$ cat config.mk
export PLATFORM = sky130hd
export DESIGN_NAME = lsu_mem_master
export DESIGN_NICKNAME = d
export VERILOG_FILES = /design/src/rtl/lsu_pkg.sv /design/src/rtl/lsu_mem_master_lane_align.sv /design/src/rtl/lsu_mem_master.sv
export SDC_FILE = /design/constraint.sdc
export NUM_CORES = 1
export LEC_CHECK = 0
export CAP_MARGIN = 20
export CORE_ASPECT_RATIO = 0.9
export CORE_MARGIN = 10
export CORE_UTILIZATION = 30
export DETAILED_ROUTE_END_ITERATION = 10
export HOLD_SLACK_MARGIN = 0.1
export PLACE_DENSITY = 0.62
export SLEW_MARGIN = 20
export SYNTH_ARGS = -nofsm -noshare
export SYNTH_HDL_FRONTEND = slang
export SYNTH_HIERARCHICAL = 1
export SYNTH_SLANG_ARGS = --single-unit
$ cat constraint.sdc
create_clock -name clk -period 8.5 [get_ports clk]
set_input_delay 1.7 -clock clk [delete_from_list [all_inputs] [get_ports clk]]
set_output_delay 1.7 -clock clk [all_outputs]
set_load 0.02 [all_outputs]
$ cat src/rtl/lsu_pkg.sv
// Shared definitions for the load/store memory master: access-size encodings,
// FSM state enum and the load-lane extension helper.
package lsu_pkg;

  localparam logic [1:0] SIZE_B   = 2'b00;
  localparam logic [1:0] SIZE_H   = 2'b01;
  localparam logic [1:0] SIZE_W   = 2'b10;
  localparam logic [1:0] SIZE_RSV = 2'b11;

  typedef enum logic [2:0] {
    ST_IDLE   = 3'd0,
    ST_LOAD   = 3'd1,
    ST_WRITE  = 3'd2,
    ST_RMW_RD = 3'd3,
    ST_RMW_WR = 3'd4,
    ST_RESP   = 3'd5
  } lsu_state_e;

  // Widen a byte (low 8 bits of lane_val) or a half (all 16 bits) to 32 bits,
  // either sign- or zero-extended.
  function automatic logic [31:0] extend_lane(input logic [15:0] lane_val,
                                              input logic        is_byte,
                                              input logic        zero_ext);
    logic [31:0] res;
    if (is_byte) begin
      res = zero_ext ? {24'h000000, lane_val[7:0]} : {{24{lane_val[7]}}, lane_val[7:0]};
    end else begin
      res = zero_ext ? {16'h0000, lane_val} : {{16{lane_val[15]}}, lane_val};
    end
    return res;
  endfunction

endpackage

$ cat src/rtl/lsu_mem_master_lane_align.sv
// Combinational lane handling: extracts and extends the addressed lane of a
// read word for loads, and merges store data into an old word for RMW stores.
module lsu_lane_align
  import lsu_pkg::*;
(
  input  logic [1:0]  size,
  input  logic [1:0]  lane,
  input  logic        uns,
  input  logic [31:0] rdata,
  input  logic [31:0] wdata,
  output logic [31:0] load_data,
  output logic [31:0] merge_data
);

  logic [7:0]  byte_s;
  logic [15:0] half_s;

  // Select the addressed lane and extend it to a full load result.
  always_comb begin
    byte_s    = rdata[{lane, 3'b000} +: 8];
    half_s    = lane[1] ? rdata[31:16] : rdata[15:0];
    load_data = 32'h0000_0000;
    case (size)
      SIZE_B:  load_data = extend_lane({8'h00, byte_s}, 1'b1, uns);
      SIZE_H:  load_data = extend_lane(half_s, 1'b0, uns);
      SIZE_W:  load_data = rdata;
      default: load_data = 32'h0000_0000;
    endcase
  end

  // Replace the addressed lane of the old word with right-justified store data.
  always_comb begin
    merge_data = rdata;
    case (size)
      SIZE_B: merge_data[{lane, 3'b000} +: 8] = wdata[7:0];
      SIZE_H: begin
        if (lane[1]) begin
          merge_data[31:16] = wdata[15:0];
        end else begin
          merge_data[15:0] = wdata[15:0];
        end
      end
      SIZE_W:  merge_data = wdata;
      default: merge_data = rdata;
    endcase
  end

endmodule

$ cat src/rtl/lsu_mem_master.sv
// Load/store initiator between the CPU pipeline and a word-wide memory without
// byte enables. Sub-word stores run as read-modify-write sequences.
// Build option: LSU_MISALIGN_TRAP_EN -- when defined, misaligned half/word
// requests fault; otherwise they are force-aligned and proceed.
module lsu_mem_master
  import lsu_pkg::*;
#(
  parameter int MEM_WORDS = 256,
  parameter int DATA_W    = 32
) (
  input  logic              clk,
  input  logic              rst,
  input  logic              req_valid,
  output logic              req_ready,
  input  logic              req_we,
  input  logic [1:0]        req_size,
  input  logic              req_unsigned,
  input  logic [31:0]       req_addr,
  input  logic [DATA_W-1:0] req_wdata,
  output logic              rsp_valid,
  output logic [DATA_W-1:0] rsp_rdata,
  output logic              rsp_fault,
  output logic              mem_read,
  output logic              mem_write,
  output logic [31:0]       mem_addr,
  output logic [DATA_W-1:0] mem_wdata,
  input  logic [DATA_W-1:0] mem_rdata
);

  // One past the last legal byte address; 33 bits so large memories cannot wrap.
  localparam logic [32:0] ADDR_LIMIT = 33'(MEM_WORDS) * 33'd4;

  lsu_state_e  state_r;
  lsu_state_e  state_next_s;

  logic        accept_s;
  logic        fault_s;
  logic        misalign_s;
  logic [31:0] addr_aligned_s;

  logic [31:0] addr_r;
  logic [1:0]  size_r;
  logic        we_r;
  logic        uns_r;
  logic [31:0] wdata_r;
  logic [31:0] old_r;

  logic        rsp_valid_r;
  logic [31:0] rsp_rdata_r;
  logic        rsp_fault_r;

  logic [31:0] align_rdata_s;
  logic [31:0] load_data_s;
  logic [31:0] merge_data_s;

  assign accept_s  = req_valid && req_ready;
  assign mem_addr  = {addr_r[31:2], 2'b00};
  assign rsp_valid = rsp_valid_r;
  assign rsp_rdata = rsp_rdata_r;
  assign rsp_fault = rsp_fault_r;

  // Alignment policy: either flag misalignment or clear the low address bits.
  always_comb begin
    misalign_s     = 1'b0;
    addr_aligned_s = req_addr;
`ifdef LSU_MISALIGN_TRAP_EN
    if (req_size == SIZE_H) begin
      misalign_s = req_addr[0];
    end else if (req_size == SIZE_W) begin
      misalign_s = (req_addr[1:0] != 2'b00);
    end else begin
      misalign_s = 1'b0;
    end
`else
    if (req_size == SIZE_H) begin
      addr_aligned_s = {req_addr[31:1], 1'b0};
    end else if (req_size == SIZE_W) begin
      addr_aligned_s = {req_addr[31:2], 2'b00};
    end else begin
      addr_aligned_s = req_addr;
    end
`endif
  end

  // A request faults on reserved size, out-of-range address or trapped misalignment.
  always_comb begin
    fault_s = (req_size == SIZE_RSV) || ({1'b0, req_addr} >= ADDR_LIMIT) || misalign_s;
  end

  // Load path reads the live memory word; the RMW write phase merges into the saved word.
  always_comb begin
    if (state_r == ST_RMW_WR) begin
      align_rdata_s = old_r;
    end else begin
      align_rdata_s = mem_rdata;
    end
  end

  lsu_lane_align u_lane_align (
    .size       (size_r),
    .lane       (addr_r[1:0]),
    .uns        (uns_r),
    .rdata      (align_rdata_s),
    .wdata      (wdata_r),
    .load_data  (load_data_s),
    .merge_data (merge_data_s)
  );

  // FSM state register.
  always_ff @(posedge clk) begin
    if (rst) begin
      state_r <= ST_IDLE;
    end else begin
      state_r <= state_next_s;
    end
  end

  // FSM next-state decode.
  always_comb begin
    state_next_s = state_r;
    case (state_r)
      ST_IDLE: begin
        if (!accept_s) begin
          state_next_s = ST_IDLE;
        end else if (fault_s) begin
          state_next_s = ST_RESP;
        end else if (!req_we) begin
          state_next_s = ST_LOAD;
        end else if (req_size == SIZE_W) begin
          state_next_s = ST_WRITE;
        end else begin
          state_next_s = ST_RMW_RD;
        end
      end
      ST_LOAD:   state_next_s = ST_RESP;
      ST_WRITE:  state_next_s = ST_RESP;
      ST_RMW_RD: state_next_s = ST_RMW_WR;
      ST_RMW_WR: state_next_s = ST_RESP;
      ST_RESP:   state_next_s = ST_IDLE;
      default:   state_next_s = ST_IDLE;
    endcase
  end

  // FSM outputs; memory strobes are suppressed during reset so an RMW cannot complete.
  always_comb begin
    req_ready = 1'b0;
    mem_read  = 1'b0;
    mem_write = 1'b0;
    mem_wdata = 32'h0000_0000;
    case (state_r)
      ST_IDLE:   req_ready = !rst;
      ST_LOAD:   mem_read  = !rst;
      ST_WRITE: begin
        mem_write = !rst;
        mem_wdata = wdata_r;
      end
      ST_RMW_RD: mem_read  = !rst;
      ST_RMW_WR: begin
        mem_write = !rst;
        mem_wdata = merge_data_s;
      end
      ST_RESP:   req_ready = 1'b0;
      default:   req_ready = 1'b0;
    endcase
  end

  // Capture the request on accept; aligned address is stored when alignment is forced.
  always_ff @(posedge clk) begin
    if (rst) begin
      addr_r  <= 32'h0000_0000;
      size_r  <= 2'b00;
      we_r    <= 1'b0;
      uns_r   <= 1'b0;
      wdata_r <= 32'h0000_0000;
    end else if (accept_s) begin
      addr_r  <= addr_aligned_s;
      size_r  <= req_size;
      we_r    <= req_we;
      uns_r   <= req_unsigned;
      wdata_r <= req_wdata;
    end
  end

  // Hold the old memory word between the two halves of an RMW store.
  always_ff @(posedge clk) begin
    if (rst) begin
      old_r <= 32'h0000_0000;
    end else if (state_r == ST_RMW_RD) begin
      old_r <= mem_rdata;
    end
  end

  // Response registers: strobe in RESP, data only from a completed load.
  always_ff @(posedge clk) begin
    if (rst) begin
      rsp_valid_r <= 1'b0;
      rsp_rdata_r <= 32'h0000_0000;
      rsp_fault_r <= 1'b0;
    end else begin
      rsp_valid_r <= (state_next_s == ST_RESP);
      if (accept_s) begin
        rsp_rdata_r <= 32'h0000_0000;
        rsp_fault_r <= fault_s;
      end else if ((state_r == ST_LOAD) && !we_r) begin
        rsp_rdata_r <= load_data_s;
      end
    end
  end

endmodule
==> metrics.txt, run 1 <==
Max-cap violations 0; max_slew headroom 0.293; RSZ-0062 raised after global routing false; Logic pwr share 0.275; area leader, netlist dfxtp_1; initial antenna violation count 1; Pwr per Cell Area 206 nW/µm²; Synth Area in Simple Gates 0.264; hold path cells 2; Core Region 24,400 µm²; Cells after Synth 959; R2R depth 9; Switch Pwr 0.655 mW; die height 170 µm; status completed; Setup TNS 0 ns; H-Tree Depth 4; routed wire length 28,500 µm; post-synthesis async set-or-reset flop share 0; Critical Path Source Type primary input; Yosys top cell area share 0.367; CTS tree yes; crit path max fanout 5; DIE AREA 31,600 µm²; antenna cells 0; Initial Utilization 0.306; EDFF count, synth 0; post-DR vias/cell 5.16; Final nets 1,196; syn_area_per_cell 7.79 µm²; Port Buffers 201; Synth Register Bits 137; Adder-Cell Fraction of Synth Area 0.00838; clk root buf clkbuf_16; largest family of logic cells by synthesized area simple AND/OR/NAND/NOR gates; xor and xnor fraction of the mapped netlist area 0.00235; vias in the first global route 7,081; Final Hold Viols 0; placed inst area 9400 µm²; Post-CTS Resized 0; DR iter-0 viols 752; final number of max-transition violations 0; hold worst-path end addr_r[14]$_SDFFE_PP0P_; wire per inst 19.8 µm; Tcrit/Tclk final 0.681; # rows 54; Cell Chain, Critical Path clkdlybuf4s50_1, mux2_2, mux2_1, a22o_1, a31oi_1, o21ai_1, a22o_1, clkdlybuf4s50_1; Clock power frac 0.371; pin count of the biggest net entering global routing 72; antenna-violating nets left 0; DRT Pass-1 Iters 7; Clk pin slew, worst setup/hold paths 0.06 ns; Least-Margin Pin Slew 1.06 ns; Compound-Gate Fraction of Synth Area 0.188; Reg2Reg Launch Point state_r[2]$_SDFF_PP0_; Yosys cell types 65; Int Power 1.41 mW; Synth Warn # 6; Min Hold Slack 0.451 ns; ratio of cells with drive above 1 in the final layout 0.0990; top cells by area, synth dfxtp_1 (37%), nand2_1 (16%), mux2_2 (6.3%), nand3_1 (5.2%), a22o_1 (4.5%); slowest CP cell clkdlybuf4s50_1; slowest stage delay, CP 0.58 ns; IO Pins 204; RR Endpoint rsp_rdata[11]$_SDFFE_PP0P_; register area share after synthesis 0.367; Max rail drop VDD 0.0983 mV; gr ovfl total 0; cts bufs inserted 17; worst skew pair latency 0.42 ns; Static Leak 3.84 nW; maximum clock path buffer count 2; Switching Share 0.318; cell area after layout 10,000 µm²; first-pass GRT wire length 42,300 µm; die width 186 µm; Worst Clk Skew 0.00787 ns; GRT Util Overall 0.172; Sequential Power Share 0.354; GPL Wtd Cong 0.908; cell with the most instances after synthesis nand2_1; hold-fix buffer count after cts 0; Synth Flop Type dfxtp_1; min-delay src addr_r[14]$_SDFFE_PP0P_; CP required 6.80 ns; most frequent cells after synthesis nand2_1 (319), dfxtp_1 (137), nand3_1 (77); fmax 0.173 GHz; r2r setup slk 5.44 ns; Mapped Area 7470 µm²; mux cell area share after synthesis 0.0828; critical path endpoint category primary output; crit path kind in -> out; DRC violations left 0; Final Core Density 0.410; Finished Layout Cells 1,437; Post-DP HPWL 20,700 µm; Post-CTS Setup Bufs 0; Final Setup Violations 0; post-route minimum period 5.79 ns; placed instance count 1,405; HP Class reg -> reg; Worst EP arrival 4.09 ns; Layout area overhead 34.0%; routed vias 7,414; clk sinks 137
==> area by class of cell <==
cell class / instances / area (µm²)
clock buffer: 20 / 457
clock inverter: 12 / 148
fill: 2524 / 14400
inverter: 7 / 26.3
multi-input combinational: 711 / 4100
sequential: 137 / 2740
tap: 336 / 420
timing repair buffer: 214 / 2120
==> critical path: cells and delay by family <==
| kind | cells | cell delay (ns) |
|---|---|---|
| AO/OA/AOI/OAI | 4 | 0.68 |
| buffers and inverters | 2 | 1.06 |
| multiplexers | 2 | 0.64 |
==> metrics by stage <==
step / setup slack, ns / power, mW
after global routing: 2.64 / 2.14
after CTS: 2.74 / 2.07
final: 2.71 / 2.06
after detailed placement: 2.76 / 1.30
after global placement: 2.76 / 1.30
after floorplan: 3.90 / 1.08
==> metal layers <==
layer,vias up,track usage,share of wire
li1,3568,-,-
met1,3541,0.228,0.46
met2,274,0.267,0.45
met3,31,0.0468,0.073
met4,0,0.0484,0.016
met5,-,0,0
==> how the worst max path moves through the flow <==
stage | cells past startpoint | slack [ns] | startpoint | end
after floorplan | 6 | 3.90 | mem_rdata[13] | mem_wdata[13]
final | 8 | 2.71 | mem_rdata[14] | mem_wdata[14]
after CTS | 8 | 2.74 | mem_rdata[14] | mem_wdata[14]
after global routing | 8 | 2.64 | mem_rdata[14] | mem_wdata[14]
after global placement | 8 | 2.76 | mem_rdata[14] | mem_wdata[14]
after detailed placement | 8 | 2.76 | mem_rdata[14] | mem_wdata[14]
==> registers in the layout, summed over array words and instances (netlist names) <==
signal	flops
addr_r	32
old_r	32
rsp_rdata	32
wdata_r	32
state_r	3
size_r	2
rsp_fault	1
rsp_valid	1
uns_r	1
we_r	1
==> power by group through the flow <==
stage | clock, mW | sequential (mW) | combinational [mW]
global route | 0.807 | 0.735 | 0.603
CTS | 0.776 | 0.729 | 0.564
floorplan | 0 | 0.739 | 0.342
finish | 0.765 | 0.730 | 0.566
detailed placement | 0 | 0.743 | 0.561
global placement | 0 | 0.741 | 0.559
==> cell usage in the layout, fill, tap and decap left out, drive strengths merged, types with 2 or more instances in the layout <==
cell type	Yosys	routed
a221o	13	13
a21oi	65	65
nor2	12	12
o21ai	25	25
nor2b	4	4
nand2b	2	2
a21boi	3	3
conb	1	2
buf	77	13
inv	6	8
a211o	2	2
bufinv	0	3
o211ai	2	2
dfxtp	137	137
clkbuf	28	20
a31oi	6	6
nor3	7	7
mux2	54	54
a32o	8	8
a22oi	17	17
a222oi	8	8
or3	2	2
clkinvlp	0	2
nand2	320	320
a22o	38	38
o311ai	2	2
clkdlybuf4s50	0	201
nor4	6	6
o21bai	2	2
nor3b	3	3
ha	5	5
clkinv	1	6
nand3	77	77
and2	10	10
==> cells by family after synthesis <==
group | count (synthesis)
muxes | 55
adders and majority gates | 5
AOI/OAI and AO/OA | 197
and+or+nand+nor | 450
other | 1
DFF | 137
xor gates and xnor gates | 2
buffers and inverters | 112
(Power assumes the default switching activity.)
==> inputs of run 2 (changes only) <==
- PLACE_DENSITY: 0.62 -> 0.64
- clock period: 8.5 -> 5.2 ns (I/O delays scaled with it)
==> run 2 against run 1 <==
Compared with the run above:
- design area rose by 0.83%
- clock power rose by 79%
- sequential power increased by 63%
- sequential cell count unchanged
- global-route usage rose by 0.25 points
- register-to-register slack got worse by 3.4 ns
==> metrics.txt, run 2 (synthesized netlist as in run 1, its figures left out) <==
Critical Path Source Type register; FILL cells 2,489; crit path kind reg -> out; clk root buf clkbuf_16; Max rail drop VDD 0.178 mV; Worst Clk Skew 0.00821 ns; Final Core Density 0.414; Max-cap violations 0; Min Hold Slack 0.450 ns; CTS tree yes; first-pass GRT wire length 42,800 µm; antenna-violating nets left 0; die width 186 µm; # rows 54; HP Class reg -> reg; r2r setup slk 2.00 ns; fmax 0.211 GHz; initial antenna violation count 1; GR Util met3 0.0526; met2 usage 0.258; Post-CTS Setup Bufs 0; Layout area overhead 35.1%; die height 170 µm; DRT Pass-1 Iters 8; DIE AREA 31,600 µm²; Static Leak 3.88 nW; DR iter-0 viols 792; Port Buffers 201; Least-Margin Pin Slew 0.774 ns; Pwr per Cell Area 346 nW/µm²; Crit path buffers/inverters 2; status completed; cts bufs inserted 17; antenna cells 0; IO Pins 204; Post-DP HPWL 20,800 µm; grt peak-use layer met2; most common cell after layout, fill and taps aside nand2_1; Worst EP arrival 3.69 ns; most used cell, CP mux2_2; GRT Util Overall 0.174; Clk pin slew, worst setup/hold paths 0.06 ns; crit path max fanout 25; vias in the first global route 6,953; Core Region 24,400 µm²; critical path endpoint category primary output; Setup TNS 0 ns; slowest CP cell nor3b_4; wire per inst 19.9 µm; slowest stage delay, CP 0.58 ns; post-route minimum period 4.73 ns; Post-CTS Resized 0; GR Util met1 0.235; routed wire length 28,700 µm; pin count of the biggest net entering global routing 72; Tcrit/Tclk final 0.910; H-Tree Depth 4; Final nets 1,200; Cell Chain, Critical Path nor3b_4, buf_4, mux2_2, mux2_2, a22oi_1, o21ai_1, a22o_1, clkdlybuf4s50_1; Initial Utilization 0.306; cell family with most CP delay buffers and inverters; clk sinks 137; max_slew headroom 0.482; most frequent cells in the layout nand2_1 (319), clkdlybuf4s50_1 (201), dfxtp_1 (137); hold-fix buffer count after cts 0; ratio of cells with drive above 1 in the final layout 0.103; DRC violations left 0; final number of max-transition violations 0; gr ovfl total 0; maximum clock path buffer count 2; RSZ-0062 raised after global routing false; Final Hold Viols 0; routed vias 7,439; CP required 4.16 ns; Final Setup Violations 0; worst skew pair latency 0.43 ns; post-DR vias/cell 5.16; GPL Wtd Cong 0.932
[run 2: layer usage]
metal | vias to the layer above | part of all wire
met2 | 314 | 0.44
met3 | 38 | 0.086
met5 | - | 0
li1 | 3561 | -
met4 | 0 | 0.022
met1 | 3526 | 0.45
[run 2: worst paths after layout]
kind                          start                         to  depth (start not counted)
min reg2reg  addr_r[4]$_SDFFE_PP0P_     addr_r[4]$_SDFFE_PP0P_                          2
max           state_r[2]$_SDFF_PP0_              mem_wdata[21]                          8
min          addr_r[4]$_SDFFE_PP0P_     addr_r[4]$_SDFFE_PP0P_                          2
max reg2reg   state_r[2]$_SDFF_PP0_  rsp_rdata[8]$_SDFFE_PP0P_                          9
[run 2: worst reg2reg max path, cell delays in order (launching register included)]
cell,delay (ns)
dfxtp_1,0.49
nor3b_4,0.58
buf_4,0.43
mux2_2,0.44
mux2_2,0.31
a22oi_2,0.20
nor2_2,0.13
a221o_1,0.34
nand2_1,0.08
a21oi_1,0.06
[run 2: power by group]
group	leakage, nW	internal [mW]	switching [mW]
combinational	2.45	0.402	0.525
sequential	1.11	1.12	0.0715
clock	0.319	0.889	0.485
total	3.88	2.41	1.08
[run 2: layout make-up]
cell class                      count  area [µm²]  share of cell area
Clock inverter                     11         193              0.0191
Tap cell                          336         420              0.0417
Clock buffer                       21         470              0.0466
Inverter                            7        26.3             0.00260
Multi-Input combinational cell    711        4100               0.406
Sequential cell                   137        2740               0.272
Timing Repair Buffer              218        2140               0.212
[run 2: metrics by stage]
step	total power, mW	instances	setup slack [ns]	cell area [µm²]
6_report	3.49	1441	0.468	10100
5_1_grt	3.63	1441	0.222	10100
4_1_cts	3.51	1441	0.477	10100
3_5_place_dp	2.13	1409	0.825	9430
3_3_place_gp	2.13	1409	0.817	9420
2_1_floorplan	1.77	960	1.92	7470
==> inputs of run 3 (changes only) <==
- PLACE_DENSITY: 0.64 -> unset
- PLACE_DENSITY_LB_ADDON: unset -> 0.2
==> run 3 against run 2 <==
Compared with the run above:
- global-route usage grew 0.27 points
- worst hold slack better by 0.0032 ns
- highest routed layer is now met5
- combinational power up 0.6%
- routed wire length increased by 1.2%
- non-clock buffer count up 2
- power fell by 2.9%
==> metrics.txt, run 3 (synthesized netlist as in run 1, its figures left out) <==
status completed; fmax 0.211 GHz; Min Hold Slack 0.453 ns; Pwr per Cell Area 337 nW/µm²; hold path cells 2; IO Pins 204; Finished Layout Cells 1,444; crit path max fanout 14; cell area after layout 10,100 µm²; Critical Path Source Type register; initial antenna violation count 2; HP Class reg -> reg; Post-DP HPWL 21,400 µm; hold-fix buffer count after cts 0; clk sinks 137; Final Setup Violations 0; RR Endpoint rsp_rdata[11]$_SDFFE_PP0P_; Tcrit/Tclk final 0.910; die width 186 µm; most common cell after layout, fill and taps aside nand2_1; gr ovfl total 0; Layout area overhead 34.7%; maximum clock path buffer count 2; H-Tree Depth 4; GR Util met1 0.243; r2r setup slk 1.97 ns; worst skew pair latency 0.43 ns; DRC violations left 0; clk root buf clkbuf_16; Static Leak 3.86 nW; DRT Pass-1 Iters 6; grt peak-use layer met2; cts bufs inserted 17; Post-CTS Resized 0; post-DR vias/cell 5.11; Critical Path Source state_r[2]$_SDFF_PP0_; wire per inst 20.1 µm; Worst EP arrival 3.69 ns; met2 usage 0.269; Post-CTS Setup Bufs 0; GRT Util Overall 0.177; Final Core Density 0.412; ratio of cells with drive above 1 in the final layout 0.105; pin count of the biggest net entering global routing 72; GPL Wtd Cong 0.900; critical path endpoint category primary output; placed inst area 9440 µm²; Final nets 1,202; Port Buffers 201; RSZ-0062 raised after global routing false; CTS tree yes; # rows 54; R2R depth 9; Max rail drop VDD 0.161 mV; Setup crit end mem_wdata[23]; routed vias 7,382; GR Util met3 0.0425; post-route minimum period 4.73 ns; Max-cap violations 0; most frequent cells in the layout nand2_1 (319), clkdlybuf4s50_1 (201), dfxtp_1 (137); DR iter-0 viols 830; routed wire length 29,000 µm; max_slew headroom 0.412; Reg2Reg Launch Point state_r[2]$_SDFF_PP0_; die height 170 µm; Initial Utilization 0.306; Core Region 24,400 µm²; first-pass GRT wire length 43,500 µm; Worst Clk Skew 0.0122 ns; Setup TNS 0 ns; Clk pin slew, worst setup/hold paths 0.06 ns; antenna-violating nets left 0; Final Hold Viols 0; Least-Margin Pin Slew 0.882 ns; DIE AREA 31,600 µm²; vias in the first global route 7,068; crit path kind reg -> out; placed instance count 1,411; CP required 4.16 ns; final number of max-transition violations 0
-- run 3: power by group --
part	internal [mW]	total [mW]	switching (mW)	leakage, nW
sequential	1.12	1.19	0.0716	1.11
combinational	0.404	0.933	0.529	2.45
clock	0.788	1.26	0.477	0.290
-- run 3: critical path, stage by stage (launching register included) --
cell and delay (ns):
dfxtp_1 0.49, nor3b_4 0.64, buf_4 0.33, mux2_2 0.45
mux2_2 0.29, a22oi_1 0.17, o21ai_1 0.09, a22o_1 0.24
clkdlybuf4s50_1 0.55
-- run 3: cell type report --
type | instances | area (µm²)
Antenna cell | 1 | 2.50
Sequential cell | 137 | 2740
Clock inverter | 12 | 148
Inverter | 7 | 26.3
Clock buffer | 20 | 467
Fill cell | 2505 | 14300
Tap cell | 336 | 420
Multi-Input combinational cell | 711 | 4100
Timing Repair Buffer | 220 | 2150
-- run 3: worst min-delay path by stage --
stage / startpoint / endpoint / slack [ns]
after floorplan: old_r[0]$_SDFFE_PP0P_ / old_r[0]$_SDFFE_PP0P_ / 0.43
after detailed placement: old_r[4]$_SDFFE_PP0P_ / old_r[4]$_SDFFE_PP0P_ / 0.45
after CTS: addr_r[25]$_SDFFE_PP0P_ / addr_r[25]$_SDFFE_PP0P_ / 0.45
after global placement: old_r[27]$_SDFFE_PP0P_ / old_r[27]$_SDFFE_PP0P_ / 0.44
final: addr_r[3]$_SDFFE_PP0P_ / addr_r[3]$_SDFFE_PP0P_ / 0.45
after global routing: old_r[14]$_SDFFE_PP0P_ / old_r[14]$_SDFFE_PP0P_ / 0.47
-- run 3: per-stage QoR --
| stage | power, mW | worst slack (ns) |
|---|---|---|
| global placement | 2.14 | 0.798 |
| detailed placement | 2.14 | 0.829 |
| CTS | 3.42 | 0.447 |
| global route | 3.54 | 0.280 |
| finish | 3.39 | 0.470 |
| floorplan | 1.77 | 1.92 |
-- run 3: layer usage --
metal | wire [µm] | up-vias
met5 | 13 | -
met4 | 414 | 2
met3 | 2010 | 24
met2 | 12700 | 256
met1 | 13800 | 3534
li1 | - | 3566
